**src/rtl/mc_ctrl.sv**
```systemverilog
// Multicycle MIPS control sequencer: steps each instruction through FETCH..WB,
// drives datapath strobes/selects, counts retired instructions, traps on memory stall.
module mc_ctrl #(
    parameter int CNT_W   = 32,
    parameter int TIMEOUT = 15
) (
    input  logic             clkin,
    input  logic             reset,
    input  logic [5:0]       opCode,
    input  logic             memReady,
    output logic             pcWrite,
    output logic             pcWriteCond,
    output logic [1:0]       pcSource,
    output logic             iorD,
    output logic             memRead,
    output logic             memWrite,
    output logic             irWrite,
    output logic             regDst,
    output logic             memToReg,
    output logic             regWrite,
    output logic             aluSrcA,
    output logic [1:0]       aluSrcB,
    output logic [1:0]       aluOp,
    output logic [3:0]       state,
    output logic             retire,
    output logic [CNT_W-1:0] instCount,
    output logic             trap
);

    localparam logic [3:0] S_FETCH   = 4'd0;
    localparam logic [3:0] S_DECODE  = 4'd1;
    localparam logic [3:0] S_MEMADR  = 4'd2;
    localparam logic [3:0] S_MEMRD   = 4'd3;
    localparam logic [3:0] S_MEMWB   = 4'd4;
    localparam logic [3:0] S_MEMWR   = 4'd5;
    localparam logic [3:0] S_EXEC    = 4'd6;
    localparam logic [3:0] S_RWB     = 4'd7;
    localparam logic [3:0] S_BRANCH  = 4'd8;
    localparam logic [3:0] S_JUMP    = 4'd9;
    localparam logic [3:0] S_ADDI_EX = 4'd10;
    localparam logic [3:0] S_ADDI_WB = 4'd11;
    localparam logic [3:0] S_TRAP    = 4'd15;

    localparam logic [5:0] OP_RTYPE = 6'b000000;
    localparam logic [5:0] OP_LW    = 6'b100011;
    localparam logic [5:0] OP_SW    = 6'b101011;
    localparam logic [5:0] OP_BEQ   = 6'b000100;
    localparam logic [5:0] OP_J     = 6'b000010;
    localparam logic [5:0] OP_ADDI  = 6'b001000;

    // A zero TIMEOUT still needs a 1-bit counter to keep the declaration legal.
    localparam int            WAIT_W = (TIMEOUT > 0) ? $clog2(TIMEOUT + 1) : 1;
    localparam logic [WAIT_W-1:0] TO_V = WAIT_W'(TIMEOUT);
    localparam logic          TO_EN = (TIMEOUT != 0);

    logic [3:0]        r_state;
    logic [CNT_W-1:0]  r_count;
    logic [WAIT_W-1:0] r_wait;
    logic [3:0]        w_next;
    logic              w_timeout;
    logic              w_stay_wait;

    assign w_timeout = TO_EN && (r_wait == TO_V) && !memReady;

    always_comb begin
        w_next = r_state;
        case (r_state)
            S_FETCH:   if (memReady) w_next = S_DECODE;
                       else if (w_timeout) w_next = S_TRAP;
            S_DECODE: begin
                case (opCode)
                    OP_RTYPE:      w_next = S_EXEC;
                    OP_LW, OP_SW:  w_next = S_MEMADR;
                    OP_BEQ:        w_next = S_BRANCH;
                    OP_J:          w_next = S_JUMP;
                    OP_ADDI:       w_next = S_ADDI_EX;
                    default:       w_next = S_TRAP;
                endcase
            end
            S_MEMADR:  w_next = (opCode == OP_LW) ? S_MEMRD : S_MEMWR;
            S_MEMRD:   if (memReady) w_next = S_MEMWB;
                       else if (w_timeout) w_next = S_TRAP;
            S_MEMWB:   w_next = S_FETCH;
            S_MEMWR:   if (memReady) w_next = S_FETCH;
                       else if (w_timeout) w_next = S_TRAP;
            S_EXEC:    w_next = S_RWB;
            S_RWB:     w_next = S_FETCH;
            S_BRANCH:  w_next = S_FETCH;
            S_JUMP:    w_next = S_FETCH;
            S_ADDI_EX: w_next = S_ADDI_WB;
            S_ADDI_WB: w_next = S_FETCH;
            S_TRAP:    w_next = S_TRAP;
            default:   w_next = S_TRAP;
        endcase
    end

    // Counter only runs while stalled in a memory state; entry, ready and exit all clear it.
    assign w_stay_wait = ((r_state == S_FETCH) || (r_state == S_MEMRD) || (r_state == S_MEMWR))
                         && (w_next == r_state) && !memReady;

    always_ff @(posedge clkin) begin
        if (!reset) begin
            r_state <= S_FETCH;
            r_count <= '0;
            r_wait  <= '0;
        end else begin
            r_state <= w_next;
            r_wait  <= w_stay_wait ? (r_wait + WAIT_W'(1)) : '0;
            if (retire) r_count <= r_count + CNT_W'(1);
        end
    end

    always_comb begin
        pcWrite     = 1'b0;
        pcWriteCond = 1'b0;
        pcSource    = 2'b00;
        iorD        = 1'b0;
        memRead     = 1'b0;
        memWrite    = 1'b0;
        irWrite     = 1'b0;
        regDst      = 1'b0;
        memToReg    = 1'b0;
        regWrite    = 1'b0;
        aluSrcA     = 1'b0;
        aluSrcB     = 2'b00;
        aluOp       = 2'b00;
        retire      = 1'b0;
        if (reset) begin
            case (r_state)
                S_FETCH: begin
                    memRead = 1'b1;
                    aluSrcB = 2'b01;
                    irWrite = memReady;
                    pcWrite = memReady;
                end
                S_DECODE:  aluSrcB = 2'b11;
                S_MEMADR: begin
                    aluSrcA = 1'b1;
                    aluSrcB = 2'b10;
                end
                S_MEMRD: begin
                    memRead = 1'b1;
                    iorD    = 1'b1;
                end
                S_MEMWB: begin
                    regWrite = 1'b1;
                    memToReg = 1'b1;
                    retire   = 1'b1;
                end
                S_MEMWR: begin
                    memWrite = 1'b1;
                    iorD     = 1'b1;
                    retire   = memReady;
                end
                S_EXEC: begin
                    aluSrcA = 1'b1;
                    aluOp   = 2'b10;
                end
                S_RWB: begin
                    regWrite = 1'b1;
                    regDst   = 1'b1;
                    retire   = 1'b1;
                end
                S_BRANCH: begin
                    aluSrcA     = 1'b1;
                    aluOp       = 2'b01;
                    pcWriteCond = 1'b1;
                    pcSource    = 2'b01;
                    retire      = 1'b1;
                end
                S_JUMP: begin
                    pcWrite  = 1'b1;
                    pcSource = 2'b10;
                    retire   = 1'b1;
                end
                S_ADDI_EX: begin
                    aluSrcA = 1'b1;
                    aluSrcB = 2'b10;
                end
                S_ADDI_WB: begin
                    regWrite = 1'b1;
                    retire   = 1'b1;
                end
                default: ;
            endcase
        end
    end

    assign state     = r_state;
    assign instCount = r_count;
    assign trap      = (r_state == S_TRAP);

endmodule
```
**config.mk**
```make
export PLATFORM = sky130hd
export DESIGN_NAME = mc_ctrl
export DESIGN_NICKNAME = d
export VERILOG_FILES = /design/src/rtl/mc_ctrl.sv
export SDC_FILE = /design/constraint.sdc
export NUM_CORES = 1
export LEC_CHECK = 0
export ABC_CLOCK_PERIOD_IN_PS = 5200
export BUFFER_PORTS_ARGS = -buffer_cell sky130_fd_sc_hd__buf_2
export CORE_MARGIN = 8
export CORE_UTILIZATION = 45
export DETAILED_ROUTE_END_ITERATION = 16
export PLACE_DENSITY = 0.7
export SYNTH_ARGS = -nofsm -noshare
export SYNTH_HDL_FRONTEND = slang
export SYNTH_SLANG_ARGS = --single-unit
```
**constraint.sdc**
```tcl
create_clock -name clkin -period 5.2 [get_ports clkin]
set_input_delay 0 -clock clkin [delete_from_list [all_inputs] [get_ports clkin]]
set_output_delay 0 -clock clkin [all_outputs]
set_load 0.05 [all_outputs]
```
==> results of run 1 <==
==> cell families (layout without fill, tap and decap cells) <==
kind of cell | Yosys count | after routing | synth area share [%]
AOI/OAI and AO/OA | 57 | 57 | 15.9
xor gates and xnor gates | 22 | 22 | 8.23
adders and majority gates | 2 | 2 | 1.07
buffers and inverters | 24 | 77 | 4.70
DFF | 40 | 40 | 34.2
muxes | 2 | 2 | 0.855
and+or+nand+nor | 149 | 149 | 35.1
==> registers in the layout (all words and copies together) (netlist names) <==
| signal | count |
|---|---|
| state | 4 |
| r_wait | 4 |
| instCount | 32 |
==> worst paths after layout <==
kind | start | to | slack, ns | depth (start not counted)
worst min register to register | r_wait[0] | r_wait[0] | 0.46 | 1
worst min-delay path | reset | instCount[29] | 0.03 | 3
worst max register to register | state[0] | instCount[22] | 3.05 | 5
worst max-delay path | state[0] | instCount[22] | 3.05 | 5
==> cell usage in the layout (no fill, tap or decap), drive strengths merged, types with 2 or more instances in the layout <==
cell     Yosys  routed
a2111oi      2       2
a211oi       2       2
a21o         3       3
a21oi       18      18
and3         7       7
and4         5       5
buf          8      63
clkbuf      10       7
dfxtp       40      40
ha           2       2
inv          6       6
mux2i        2       2
nand2       16      16
nand2b       6       6
nand3       15      15
nand3b       2       2
nand4       14      14
nand4b       4       4
nor2        42      42
nor3         8       8
nor4         6       6
nor4b        3       3
o21ai       15      15
o31ai        7       7
or2          4       4
or3          5       5
or4          7       7
xnor2       12      12
xor2        10      10
==> critical path, cell delays in order (launching register included) <==
cell	delay, ns
dfxtp_1	0.60
nand2b_1	0.28
and4_1	0.43
nand2_4	0.13
or4_1	0.51
a21oi_1	0.14
==> through the flow <==
stage                     utilization [%]  hold WS, ns  cell area (sq um)  power, uW  cells
after floorplan                         -        0.151               2340        739    296
after global placement               52.4        0.332               2660        823    411
after detailed placement             52.4        0.335               2660        825    411
after CTS                            54.3       0.0238               2750       1040    419
after global routing                 54.3       0.0536               2750       1110    419
final                                54.3       0.0252               2750       1040    419
==> final cells by class <==
| type | count | area share (%) |
|---|---|---|
| Multi-Input combinational cell | 232 | 52.0 |
| Sequential cell | 40 | 29.1 |
| Tap cell | 70 | 3.18 |
| Clock inverter | 1 | 0.273 |
| Timing Repair Buffer | 63 | 11.5 |
| Clock buffer | 7 | 3.13 |
| Inverter | 6 | 0.818 |
==> power breakdown <==
group / total (uW) / leakage, uW / internal [uW] / switching, uW
Clock: 221 / 0.0000445 / 108 / 113
Combinational: 430 / 0.000731 / 126 / 304
Sequential: 389 / 0.000323 / 325 / 63.3
Total: 1040 / 0.00110 / 559 / 480
==> routing by layer <==
| layer | part of all wire [%] | wire length [um] | global-route usage (%) | vias up |
|---|---|---|---|---|
| met5 | 0 | 0 | 0 | - |
| met4 | 1.1 | 68 | 4.61 | 0 |
| met3 | 5.8 | 355 | 4.50 | 5 |
| met2 | 45 | 2760 | 25.6 | 65 |
| met1 | 48 | 2900 | 21.3 | 1124 |
| li1 | - | - | - | 1189 |
==> metrics, run 1 <==
Ports 63; DRT iter0 DRCs 129; dpl ws 3.07 ns; Clk pin slew, worst setup/hold paths 0.08 ns; register area share after synthesis 34.2%; CTS Sinks 40; Max Fclk 466 MHz; CTS Buf Count 5; clock skew 0.00450 ns; Slew headroom 47.3%; Req. time, crit path 5.43 ns; share of layout cells above drive strength 1 23.2%; setup TNS 0 ns; Pwr Density 377 nW/um^2; GRT Overall Usage 16.3%; Leakage 0.00110 uW; clock buffer depth 2; Setup-failing EPs final 0; critical path endpoint category flop; ANT nets after route 0; initial antenna violation count 0; row cnt 26; first-pass GRT wire length 10.3 mm; critical path arrival 2.37 ns; # port buffers 62; CTS tree yes; die span in y 88.1 um; Post-CTS Repair Setup Buffers 0; syn_area_per_cell 7.91 sq um; largest net degree at the start of global routing 25; Post-synth EDFFs 0; Clock Tree Root clkbuf_8; Async S/R FF share, synth 0%; drt drc 0; count of cell types in the netlist 51; Layout area overhead 17.6%; period utilization 41.3%; number of synthesized register bits 40; multi-input combinational cell area 1430 sq um; YS warnings 0; hold_buf cts 0; type of the worst min-delay path input pin to flop; Final min period 2.15 ns; Syn Nets 307; PnR worst setup slack 3.05 ns; top post-synthesis cells by area dfxtp_1 34%, nor2_1 6.6%, xnor2_1 4.5%, nand4_1 3.7%, xor2_1 3.7%; Mapped Area 2340 sq um; Post-DP HPWL 4.42 mm; Core Area 5070 sq um; CP Launch Type flop; worst slew pin tran 0.790 ns; CP max FO 15; Hold Vio Cnt, Final 0; status completed; Synth top area share 34.2%; kind of critical path flop to flop; top cells by count, synth 41 x nor2_1, 40 x dfxtp_1, 17 x a21oi_1; First-pass DRT Iterations 4; CTS H-Tree Depth 2; Max Cap Viol 0; cells after synthesis 296; GPL Wtd Cong 0.796; initial core utilization 46.2%; number of global-route vias before repair 2,169; leading cell type by number of instances after synthesis nor2_1; Layout Nets 359; RSZ-0062 raised after global routing no; post-cts repair resize count 0; Yosys top cell by area dfxtp_1; DIE WIDTH 88.1 um; routed length per placed instance 14.5 um; total number of vias 2,383; die area 7770 sq um; # diodes 0; ys flop type dfxtp_1; fillers 490; GR Overflow Total 0; register area 801 sq um; Total Wirelength 6.08 mm; Peak VDD IR 0.269 mV; vias per cell 5.69; Slew Viols, Final 0; worst skew pair latency 0.29 ns
(Power assumes the default switching activity.)
==> inputs of run 2 (changes only) <==
--- a/config.mk
+++ b/config.mk
@@ -5,12 +5,12 @@
 export SDC_FILE = /design/constraint.sdc
 export NUM_CORES = 1
 export LEC_CHECK = 0
-export ABC_CLOCK_PERIOD_IN_PS = 5200
+export ABC_CLOCK_PERIOD_IN_PS = 1720
 export BUFFER_PORTS_ARGS = -buffer_cell sky130_fd_sc_hd__buf_2
 export CORE_MARGIN = 8
 export CORE_UTILIZATION = 45
 export DETAILED_ROUTE_END_ITERATION = 16
-export PLACE_DENSITY = 0.7
+export PLACE_DENSITY = 0.73
 export SYNTH_ARGS = -nofsm -noshare
 export SYNTH_HDL_FRONTEND = slang
 export SYNTH_SLANG_ARGS = --single-unit
==> constraint.sdc (replaced) <==
create_clock -name clkin -period 1.72 [get_ports clkin]
set_input_delay 0 -clock clkin [delete_from_list [all_inputs] [get_ports clkin]]
set_output_delay 0 -clock clkin [all_outputs]
set_load 0.05 [all_outputs]
==> metrics, run 2 (synthesis results as in run 1) <==
worst path bufs/invs 2 (was 0); die area 7770 sq um (unchanged); Critical Path Slowest Stage Cell or3_4 (was dfxtp_1); DIE WIDTH 88.1 um (unchanged); worst-path cell chain buf_6 > or3_4 > nor4_4 > or2_4 > buf_8 (was nand2b_1 > and4_1 > nand2_4 > or4_1 > a21oi_1); fin util 65.4% (was 54.3%); CTS Buf Count 5 (unchanged); worst slew pin tran 0.407 ns (was 0.790 ns); Overall Power 3890 uW (was 1040 uW); Setup-failing EPs final 0 (unchanged); critical path endpoint category primary output (was flop); Clock Tree Root clkbuf_8 (unchanged); Final min period 1.69 ns; CTS tree yes (unchanged); # port buffers 62 (unchanged); initial core utilization 46.2% (unchanged); Pwr Density 1170 nW/um^2 (was 377 nW/um^2); CP delay by family, top simple AND/OR/NAND/NOR gates (unchanged); vias per cell 5.49 (was 5.69); setup TNS 0 ns (unchanged); largest net degree at the start of global routing 32 (was 25); type of the worst min-delay path input pin to flop (unchanged); CTS H-Tree Depth 2 (unchanged); commonest non-fill, non-tap cell in the layout buf_2 (unchanged); Max Cap Viol 0 (unchanged); kind of critical path flop to primary output (was flop to flop); ANT nets after route 0 (unchanged); Peak VDD IR 0.624 mV (was 0.269 mV); commonest non-fill, non-tap cells in the layout 54 x buf_2, 38 x nor2_1, 35 x buf_4 (was 62 x buf_2, 41 x nor2_1, 40 x dfxtp_1); CP max FO 10 (was 15); GR Overflow Total 0 (unchanged); Ports 63 (unchanged); die span in y 88.1 um (unchanged); first-pass GRT wire length 10.5 mm (was 10.3 mm); row cnt 26 (unchanged); DRT iter0 DRCs 135 (was 129); share of layout cells above drive strength 1 44.2% (was 23.2%); clock skew 0.00747 ns (was 0.00450 ns); CP Launch Type flop (unchanged); max incr delay on CP 0.42 ns (was 0.60 ns); hold_buf cts 0 (unchanged); initial antenna violation count 0 (unchanged); Post-DP HPWL 4.77 mm (was 4.42 mm); critical path arrival 1.69 ns (was 2.37 ns); routed length per placed instance 14.6 um (was 14.5 um); Int Pwr 2280 uW (was 559 uW); Net Sw Frac 41.5% (was 46.2%); total number of vias 2,496 (was 2,383); RSZ-0062 raised after global routing yes (was no); period utilization 98.3%; worst skew pair latency 0.29 ns (about the same); Leakage 0.00134 uW (was 0.00110 uW); Layout Nets 395 (was 359); number of global-route vias before repair 2,230 (was 2,169); Finished Cell Area 3320 sq um (was 2750 sq um); # diodes 0 (unchanged); Clock Power Share 21.7% (was 21.2%); Slew headroom 72.2% (was 47.3%); GRT Overall Usage 16.7% (was 16.3%); Hold Vio Cnt, Final 0 (unchanged); CTS Sinks 40 (unchanged); Total Wirelength 6.66 mm (was 6.08 mm); Placement Cell Area 3010 sq um (was 2660 sq um); max FFs per register 32 (unchanged); status completed (unchanged); First-pass DRT Iterations 4 (unchanged); combinational share of power 50.8% (was 41.4%); Max Fclk 592 MHz; Slew Viols, Final 0 (unchanged); Clk pin slew, worst setup/hold paths 0.08 ns (about the same); sequential share of power 27.5% (was 37.4%); clock buffer depth 2 (unchanged); Req. time, crit path 1.72 ns (was 5.43 ns); switching pwr 1610 uW (was 480 uW); drt drc 0 (unchanged); Layout area overhead 41.7% (was 17.6%); GPL Wtd Cong 0.846 (was 0.796); Core Area 5070 sq um (unchanged)
run 2: cell types whose count changed in the layout (fill, tap and decap cells not counted), moves of 4 or more:
cell | before | now
buf_4 | 1 | 35
dfxtp_1 | 40 | 9
dfxtp_2 | 0 | 16
dfxtp_4 | 0 | 15
buf_2 | 62 | 54
buf_6 | 0 | 6
nor4_1 | 6 | 2
run 2: per-stage QoR:
stage	worst slack (ns)	hold slack [ns]	std cells
after CTS	-0.0148	0.123	451
after floorplan	-0.216	0.151	296
after global routing	-0.0308	0.158	455
final	0.0300	0.134	455
after global placement	0.102	0.434	440
after detailed placement	0.0309	0.435	440
run 2: layout make-up:
type                    count  area (sq um)
clock buffers               7          96.3
clock inverters             1          30.0
fillers                   436          1760
inverters                   6          22.5
multi-input cells         232          1550
flip-flops and latches     40           877
well taps                  70          87.6
repair buffers             99           651
run 2: path summary, 6_finish.rpt:
path,cells past startpoint,slack (ns),startpoint,end
worst min-delay path,4,0.13,opCode[2],state[2]
worst min register to register,1,0.42,r_wait[0],r_wait[0]
worst max-delay path,5,0.03,state[1],pcWrite
worst max register to register,6,0.06,state[0],instCount[31]
run 2: timing repair:
action,4_1_cts,5_1_grt
pin swaps,2,10
gates resized for setup,8,28
setup buffers,3,4
endpoints found under the setup margin,5,16
run 2: worst reg2reg max path, delay by kind of cell (launching register included):
kind                   cells  cell delay, ns
buffers and inverters      1            0.13
DFF                        1            0.35
and+or+nand+nor            3            0.85
AOI/OAI and AO/OA          2            0.27
run 2: power by group through the flow:
stage | sequential, uW | combinational, uW | clock (uW)
after CTS | 1060 | 1840 | 852
after global routing | 1090 | 2100 | 894
after floorplan | 1250 | 1140 | 0
after detailed placement | 1080 | 1710 | 0
after global placement | 1080 | 1700 | 0
final | 1070 | 1980 | 842
run 2: per-layer routing:
| metal | track usage (%) | share of wire, % |
|---|---|---|
| met1 | 23.4 | 48 |
| met3 | 3.75 | 5.2 |
| met5 | 0 | 0 |
| met2 | 24.8 | 46 |
| met4 | 4.15 | 0.92 |
